## config.mk

```make
export PLATFORM = sky130hd
export DESIGN_NAME = mips_instr_encoder_loader_flat
export DESIGN_NICKNAME = d
export VERILOG_FILES = /design/src/rtl/mips_instr_encoder_loader_if.sv /design/src/rtl/mips_instr_encoder_loader.sv /design/src/flat_wrapper.sv
export SDC_FILE = /design/constraint.sdc
export NUM_CORES = 1
export LEC_CHECK = 0
export ABC_CLOCK_PERIOD_IN_PS = 3800
export CAP_MARGIN = 20
export CELL_PAD_IN_SITES_DETAIL_PLACEMENT = 1
export CELL_PAD_IN_SITES_GLOBAL_PLACEMENT = 1
export CORE_ASPECT_RATIO = 1.25
export CORE_UTILIZATION = 38
export CTS_CLUSTER_SIZE = 40
export DETAILED_ROUTE_END_ITERATION = 12
export GPL_ROUTABILITY_DRIVEN = 1
export PLACE_DENSITY = 0.83
export REMOVE_ABC_BUFFERS = 1
export SKIP_LAST_GASP = 1
export SYNTH_ARGS = -nofsm -noshare
export SYNTH_HDL_FRONTEND = slang
export SYNTH_SLANG_ARGS = --single-unit
```

## constraint.sdc

```tcl
create_clock -name clk -period 3.8 [get_ports clk]
set_clock_uncertainty 0.05 [all_clocks]
set_input_delay 0.76 -clock clk [delete_from_list [all_inputs] [get_ports clk]]
set_output_delay 0.76 -clock clk [all_outputs]
set_load 0.005 [all_outputs]
```

## src/rtl/mips_instr_encoder_loader_if.sv

```systemverilog
// Command bus (host -> loader) and IM write bus (loader -> IM) of the encoder/loader.
interface mips_instr_encoder_loader_if #(
  parameter int ADDR_W = 10
);
  logic              cmd_valid;
  logic              cmd_ready;
  logic [3:0]        cmd_op;
  logic [4:0]        cmd_rs;
  logic [4:0]        cmd_rt;
  logic [4:0]        cmd_rd;
  logic [15:0]       cmd_imm;
  logic [25:0]       cmd_tgt;
  logic              cmd_last;
  logic              im_we;
  logic              im_ready;
  logic [ADDR_W-1:0] im_addr;
  logic [31:0]       im_wdata;

  // Host side: issues commands and plays the IM write target
  modport master (
    output cmd_valid, cmd_op, cmd_rs, cmd_rt, cmd_rd, cmd_imm, cmd_tgt, cmd_last, im_ready,
    input  cmd_ready, im_we, im_addr, im_wdata
  );

  // Loader side: accepts commands and drives IM writes
  modport slave (
    input  cmd_valid, cmd_op, cmd_rs, cmd_rt, cmd_rd, cmd_imm, cmd_tgt, cmd_last, im_ready,
    output cmd_ready, im_we, im_addr, im_wdata
  );
endinterface

```

## src/rtl/mips_instr_encoder_loader.sv

```systemverilog
// Encodes field-level MIPS commands into 32-bit words and streams them into
// instruction memory through a small FIFO with backpressure.
module mips_instr_encoder_loader #(
  parameter int ADDR_W = 10,
  parameter int FIFO_D = 2
) (
  input  logic                      clk,
  input  logic                      reset,
  input  logic                      start,
  mips_instr_encoder_loader_if.slave bus,
  output logic                      busy,
  output logic                      done,
  output logic                      err_illegal,
  output logic                      err_full,
  output logic [ADDR_W:0]           word_count
);
  localparam int              PTR_W     = (FIFO_D > 1) ? $clog2(FIFO_D) : 1;
  localparam logic [PTR_W:0]  FULL_CNT  = (PTR_W+1)'(FIFO_D);
  localparam logic [ADDR_W:0] DEPTH     = {1'b1, {ADDR_W{1'b0}}};
  localparam logic [ADDR_W-1:0] LAST_ADDR = '1;

  typedef enum logic [1:0] {S_IDLE, S_RUN, S_DRAIN, S_DONE} state_t;

  state_t            state;
  logic [31:0]       fifo_mem [FIFO_D];
  logic [PTR_W-1:0]  wr_ptr;
  logic [PTR_W-1:0]  rd_ptr;
  logic [PTR_W:0]    fifo_cnt;
  logic [ADDR_W-1:0] addr;
  // Words committed to the FIFO this session; bounds the session to DEPTH words
  logic [ADDR_W:0]   push_cnt;

  logic        fifo_full;
  logic        fifo_empty;
  logic        accept;
  logic        legal;
  logic        room;
  logic        push;
  logic        pop;
  logic [31:0] enc_word;

  function automatic logic [31:0] encode(input logic [3:0]  op,
                                         input logic [4:0]  rs,
                                         input logic [4:0]  rt,
                                         input logic [4:0]  rd,
                                         input logic [15:0] imm,
                                         input logic [25:0] tgt);
    logic [31:0] w;
    w = '0;
    case (op)
      4'd1:    w = {6'b000000, rs, rt, rd, 5'd0, 6'b100001};
      4'd2:    w = {6'b000000, rs, rt, rd, 5'd0, 6'b100011};
      4'd3:    w = {6'b000000, rs, rt, rd, 5'd0, 6'b100000};
      4'd4:    w = {6'b000000, rs, rt, rd, 5'd0, 6'b100010};
      4'd5:    w = {6'b001101, rs, rt, imm};
      4'd6:    w = {6'b001111, 5'd0, rt, imm};
      4'd7:    w = {6'b100011, rs, rt, imm};
      4'd8:    w = {6'b101011, rs, rt, imm};
      4'd9:    w = {6'b000100, rs, rt, imm};
      4'd10:   w = {6'b000011, tgt};
      4'd11:   w = {6'b000000, rs, 15'd0, 6'b001000};
      default: w = '0;
    endcase
    return w;
  endfunction

  assign fifo_full  = (fifo_cnt == FULL_CNT);
  assign fifo_empty = (fifo_cnt == '0);

  assign bus.cmd_ready = (state == S_RUN) && !fifo_full;
  assign accept        = bus.cmd_valid && bus.cmd_ready;
  assign legal         = (bus.cmd_op <= 4'd11);
  assign room          = (push_cnt != DEPTH);
  assign push          = accept && legal && room;
  assign pop           = bus.im_we && bus.im_ready;

  assign enc_word = encode(bus.cmd_op, bus.cmd_rs, bus.cmd_rt, bus.cmd_rd,
                           bus.cmd_imm, bus.cmd_tgt);

  // Head of the FIFO is presented directly; zero when nothing is buffered
  assign bus.im_we    = !fifo_empty;
  assign bus.im_wdata = fifo_empty ? 32'd0 : fifo_mem[rd_ptr];
  assign bus.im_addr  = addr;

  assign busy = (state != S_IDLE);
  assign done = (state == S_DONE);

  // Session FSM with address/word counters and sticky error flags
  always_ff @(posedge clk) begin
    if (!reset) begin
      state       <= S_IDLE;
      addr        <= '0;
      word_count  <= '0;
      push_cnt    <= '0;
      err_illegal <= 1'b0;
      err_full    <= 1'b0;
    end else begin
      case (state)
        S_IDLE: begin
          if (start) begin
            state       <= S_RUN;
            addr        <= '0;
            word_count  <= '0;
            push_cnt    <= '0;
            err_illegal <= 1'b0;
            err_full    <= 1'b0;
          end
        end
        S_RUN:   if (accept && bus.cmd_last) state <= S_DRAIN;
        S_DRAIN: if (fifo_empty) state <= S_DONE;
        S_DONE:  state <= S_IDLE;
        default: state <= S_IDLE;
      endcase
      if (accept && !legal)        err_illegal <= 1'b1;
      if (accept && legal && !room) err_full   <= 1'b1;
      if (push) push_cnt <= push_cnt + 1'b1;
      if (pop) begin
        word_count <= word_count + 1'b1;
        // Hold at the top word instead of wrapping back onto address 0
        if (addr != LAST_ADDR) addr <= addr + 1'b1;
      end
    end
  end

  // FIFO pointers and occupancy
  always_ff @(posedge clk) begin
    if (!reset) begin
      wr_ptr   <= '0;
      rd_ptr   <= '0;
      fifo_cnt <= '0;
    end else begin
      if (push) wr_ptr <= wr_ptr + 1'b1;
      if (pop)  rd_ptr <= rd_ptr + 1'b1;
      case ({push, pop})
        2'b10:   fifo_cnt <= fifo_cnt + 1'b1;
        2'b01:   fifo_cnt <= fifo_cnt - 1'b1;
        default: fifo_cnt <= fifo_cnt;
      endcase
    end
  end

  // FIFO storage; entries are only meaningful while counted as occupied
  always_ff @(posedge clk) begin
    if (push) fifo_mem[wr_ptr] <= enc_word;
  end
endmodule
```

## src/flat_wrapper.sv

```systemverilog
// flat-port wrapper written by rule: the top's interface ports become plain ports
module mips_instr_encoder_loader_flat 
#(
  parameter int ADDR_W = 10,
  parameter int FIFO_D = 2
)
  (clk, reset, start, busy, done, err_illegal, err_full, word_count, bus_cmd_valid, bus_cmd_op, bus_cmd_rs, bus_cmd_rt, bus_cmd_rd, bus_cmd_imm, bus_cmd_tgt, bus_cmd_last, bus_im_ready, bus_cmd_ready, bus_im_we, bus_im_addr, bus_im_wdata);
  mips_instr_encoder_loader_if #(.ADDR_W(ADDR_W)) bus_i ();
  input  logic clk;
  input  logic reset;
  input  logic start;
  output logic busy;
  output logic done;
  output logic err_illegal;
  output logic err_full;
  output logic [ADDR_W:0] word_count;
  input wire logic [$bits(bus_i.cmd_valid)-1:0] bus_cmd_valid;
  input wire logic [$bits(bus_i.cmd_op)-1:0] bus_cmd_op;
  input wire logic [$bits(bus_i.cmd_rs)-1:0] bus_cmd_rs;
  input wire logic [$bits(bus_i.cmd_rt)-1:0] bus_cmd_rt;
  input wire logic [$bits(bus_i.cmd_rd)-1:0] bus_cmd_rd;
  input wire logic [$bits(bus_i.cmd_imm)-1:0] bus_cmd_imm;
  input wire logic [$bits(bus_i.cmd_tgt)-1:0] bus_cmd_tgt;
  input wire logic [$bits(bus_i.cmd_last)-1:0] bus_cmd_last;
  input wire logic [$bits(bus_i.im_ready)-1:0] bus_im_ready;
  output wire logic [$bits(bus_i.cmd_ready)-1:0] bus_cmd_ready;
  output wire logic [$bits(bus_i.im_we)-1:0] bus_im_we;
  output wire logic [$bits(bus_i.im_addr)-1:0] bus_im_addr;
  output wire logic [$bits(bus_i.im_wdata)-1:0] bus_im_wdata;
  assign bus_i.cmd_valid = bus_cmd_valid;
  assign bus_i.cmd_op = bus_cmd_op;
  assign bus_i.cmd_rs = bus_cmd_rs;
  assign bus_i.cmd_rt = bus_cmd_rt;
  assign bus_i.cmd_rd = bus_cmd_rd;
  assign bus_i.cmd_imm = bus_cmd_imm;
  assign bus_i.cmd_tgt = bus_cmd_tgt;
  assign bus_i.cmd_last = bus_cmd_last;
  assign bus_i.im_ready = bus_im_ready;
  assign bus_cmd_ready = bus_i.cmd_ready;
  assign bus_im_we = bus_i.im_we;
  assign bus_im_addr = bus_i.im_addr;
  assign bus_im_wdata = bus_i.im_wdata;
  mips_instr_encoder_loader #(.ADDR_W(ADDR_W), .FIFO_D(FIFO_D)) u_core (.clk(clk), .reset(reset), .start(start), .bus(bus_i), .busy(busy), .done(done), .err_illegal(err_illegal), .err_full(err_full), .word_count(word_count));
endmodule
```

==> impl_metrics.toml <==
[yosys]
seq_cells_post_synth = 103
async_flop_share_pct = 0
yosys_warnings = 0
post_synth_fa_ha_maj_area_fraction_pct = 2.17
synth-seq-area-share_pct = 51.7
synth_xor_area_share_pct = 1.18
synthSimpleGateAreaFrac_pct = 15.7
synthesis.area_mm2 = 0.00519
ys_dominant_reg_cell = "edfxtp_1"
synth.lib_cells_used.distinct = 53
synth_enable_flop_cells = 62
synthCells = 503
post_synth_mux_area_share_pct = 6.20
main_combinational_cell_family_by_area_after_synthesis = "compound AO/OA/AOI/OAI gates"
synth_compound_area_share_pct = 18.8
syn_area_per_cell_um2 = 10.3

[place]
buffer_ports.inserted = 124
gpl.final_weighted_congestion = 0.858
detailed_place_hpwl_um = 10300

[clock_tree]
cts-hold-fix-buffers = 0
cts-resized-gates = 0
numClockSinks = 103
clkLatencyLatePin_ns = 0.34
clk_root_buffer_cell = "clkbuf_16"
cts_tree = "built"
post-cts-setup-buffers = 0
numCtsBuffers = 9
htreeDepth = 3
clkSlewWorstSetupHoldPaths_ns = 0.08
cts-root-to-sink-buffers = 2

[floorplanning]
core.rowCount = 47
fp.dieH_um = 133
top_level_ports = 126
start_util_pct = 39.0
die-width_um = 106
dieArea_mm2 = 0.0141
fp.coreArea_mm2 = 0.0133

[final_layout]
final_layout_size_suffix_gt1_share_pct = 6.07
layout_commonest_cell = "clkdlybuf4s50_1"
filler_cell_count = 1478
multi_input_area_mm2 = 0.00229
area_growth_syn_to_layout_pct = 33.2
seqCellArea_mm2 = 0.00268
net_count_of_the_finished_layout = 697
mostFrequentLayoutCells = "124 x clkdlybuf4s50_1, 62 x edfxtp_1, 52 x nor2_1"
diodes = 0

[critical_path]
maximum_fanout_along_the_worst_path = 16
worstSetupStartpointType = "register"
crit_path_dat_ns = 2.18
critPathRequiredTime_ns = 2.99
path_class = "register to primary output"
timing.critical_path.to_type = "primary output"

[routing]
post_drt_wl_per_cell_um = 18.2
totalWireLength_um = 14500
first_pass_iteration_count_of_the_detailed_router = 4
initialDrtViolationCount = 269
num_vias = 4487
postRouteAntennaNets = 0
vias_per_cell = 5.63
post-route-drc-count = 0

[global_routing]
grt_overflow = 0
largest_net_degree_at_the_start_of_global_routing = 32
globalRouteTotalUtil_pct = 20.8
antenna_found_initial = 0
grt_pass1_vias = 4734
grt_pass1_wl_um = 23400

[pwr]
post-layout-total-power_uw = 3370
power.share.clock_pct = 27.7
power_density_mw_per_mm2 = 488
combinationalPowerShare_pct = 32.0
power.share.switching_pct = 32.3
sequentialPowerShare_pct = 40.3
internal_power_uw = 2280
reported_leakage_power_uw = 0.00233
power.switching_uw = 1090
vdd_drop_max_mv = 0.368

[sta]
post-route-min-period_ns = 2.99
tightest_slew_ns = 0.840
hold_viol_final = 0
fin_setup_tns_ns = 0
layout_worst_path_cycle_share_pct = 78.6
grt_setup_unrepaired = "false"
final_max_slew_viol_count = 0
finalSetupViolCount = 0
slew-limit-headroom_pct = 43.6
highest_clock_frequency_the_design_can_meet_ghz = 0.335

[min_path]
min-delay-path-class = "register to register"

[run_status]
status = "finished, final reports clean"

[job]
max_cap_violations = 0
-- synth_stat cells, types with 2 or more instances --
library cell | instances | share of area [%]
ha_1 | 9 | 2.2
o21ai_0 | 21 | 2.0
nand4_1 | 7 | 0.84
a22oi_1 | 7 | 1.0
nor3_1 | 7 | 0.68
nand2b_1 | 4 | 0.48
a31o_2 | 2 | 0.34
o31ai_1 | 3 | 0.43
inv_1 | 22 | 1.6
a21oi_1 | 22 | 2.1
o21a_1 | 5 | 0.72
a31oi_1 | 17 | 2.1
nor2_1 | 53 | 3.8
xor2_1 | 2 | 0.34
nand3_1 | 21 | 2.0
or4_1 | 3 | 0.43
nand2_1 | 23 | 1.7
nand3b_1 | 6 | 0.87
mux2i_1 | 31 | 6.0
o211ai_1 | 7 | 1.0
or3_1 | 5 | 0.60
o2111ai_1 | 4 | 0.68
nor2b_1 | 8 | 0.97
a211oi_1 | 3 | 0.43
and2_1 | 4 | 0.48
buf_1 | 4 | 0.29
and3_1 | 7 | 0.84
nor4_1 | 3 | 0.36
xnor2_1 | 5 | 0.84
edfxtp_1 | 62 | 36
o22ai_1 | 10 | 1.2
dfxtp_1 | 41 | 16
o2bb2ai_1 | 6 | 1.0
buf_6 | 3 | 0.65
a222oi_1 | 5 | 0.97
and4_1 | 2 | 0.34
a22o_1 | 22 | 3.7
clkbuf_1 | 21 | 1.5
o41ai_1 | 2 | 0.34
-- layout make-up --
cell class                      instances  share of cell area (%)
Timing Repair Buffer                  136                    19.3
Multi-Input combinational cell        349                    33.1
Clock buffer                            9                    3.26
Inverter                               22                    1.20
Tap cell                              171                    3.10
Sequential cell                       103                    38.8
Clock inverter                          7                    1.23
-- power by group through the flow --
| stage | clock [µW] | sequential (µW) | combinational (µW) |
|---|---|---|---|
| finish | 933 | 1360 | 1080 |
| global route | 998 | 1370 | 1180 |
| CTS | 960 | 1360 | 1090 |
| detailed placement | 0 | 1380 | 1080 |
| global placement | 0 | 1380 | 1050 |
| floorplan | 0 | 1380 | 519 |
-- flip-flops by register name (all words and copies together), names as in the netlist, named ones only --
name                flops
u_core.fifo_mem        62
u_core.push_cnt        11
u_core.word_count      11
u_core.bus.im_addr     10
u_core.fifo_cnt         2
u_core.state            2
u_core.err_full         1
u_core.err_illegal      1
u_core.rd_ptr           1
u_core.wr_ptr           1
-- worst paths after layout --
| path | startpoint | endpoint | slack [ns] | cells after the start |
|---|---|---|---|---|
| worst max-delay path | register | bus_im_wdata[22] | 0.81 | 4 |
| worst min-delay path | u_core.err_illegal | u_core.err_illegal | 0.44 | 2 |
| worst max register to register | u_core.state[1] | u_core.fifo_mem[0][15] | 1.41 | 7 |
| worst min register to register | u_core.err_illegal | u_core.err_illegal | 0.44 | 2 |
-- cells by family after synthesis --
family / Yosys count
simple gates: 160
compound gates: 140
flops: 103
buf+inv: 51
mux: 32
fa+ha+maj: 9
xor+xnor: 7
other cells: 1
-- stage by stage --
step	hold slack, ns	setup slack, ns	instance area (µm²)	instances	util, %
after global placement	0.412	0.685	6590	780	49.6
after CTS	0.441	0.772	6900	796	51.9
final	0.438	0.815	6910	797	52.0
after detailed placement	0.429	0.685	6590	780	49.6
after global routing	0.461	0.690	6910	797	52.0
after floorplan	0.403	0.907	5050	474	-
-- per-layer routing --
metal | up-vias | routed length (µm) | global-route usage [%]
met4 | 0 | 128 | 5.02
met2 | 119 | 7530 | 38.7
met3 | 12 | 685 | 3.74
met5 | - | 0 | 0
li1 | 2155 | - | -
met1 | 2201 | 6190 | 24.6
-- critical path, cell delays in order, from the launching register on --
cell,delay (ns)
dfxtp_2,0.66
buf_4,0.38
mux2i_1,0.26
nor2_1,0.06
clkdlybuf4s50_1,0.45
Power figures use the tool's default switching activity.
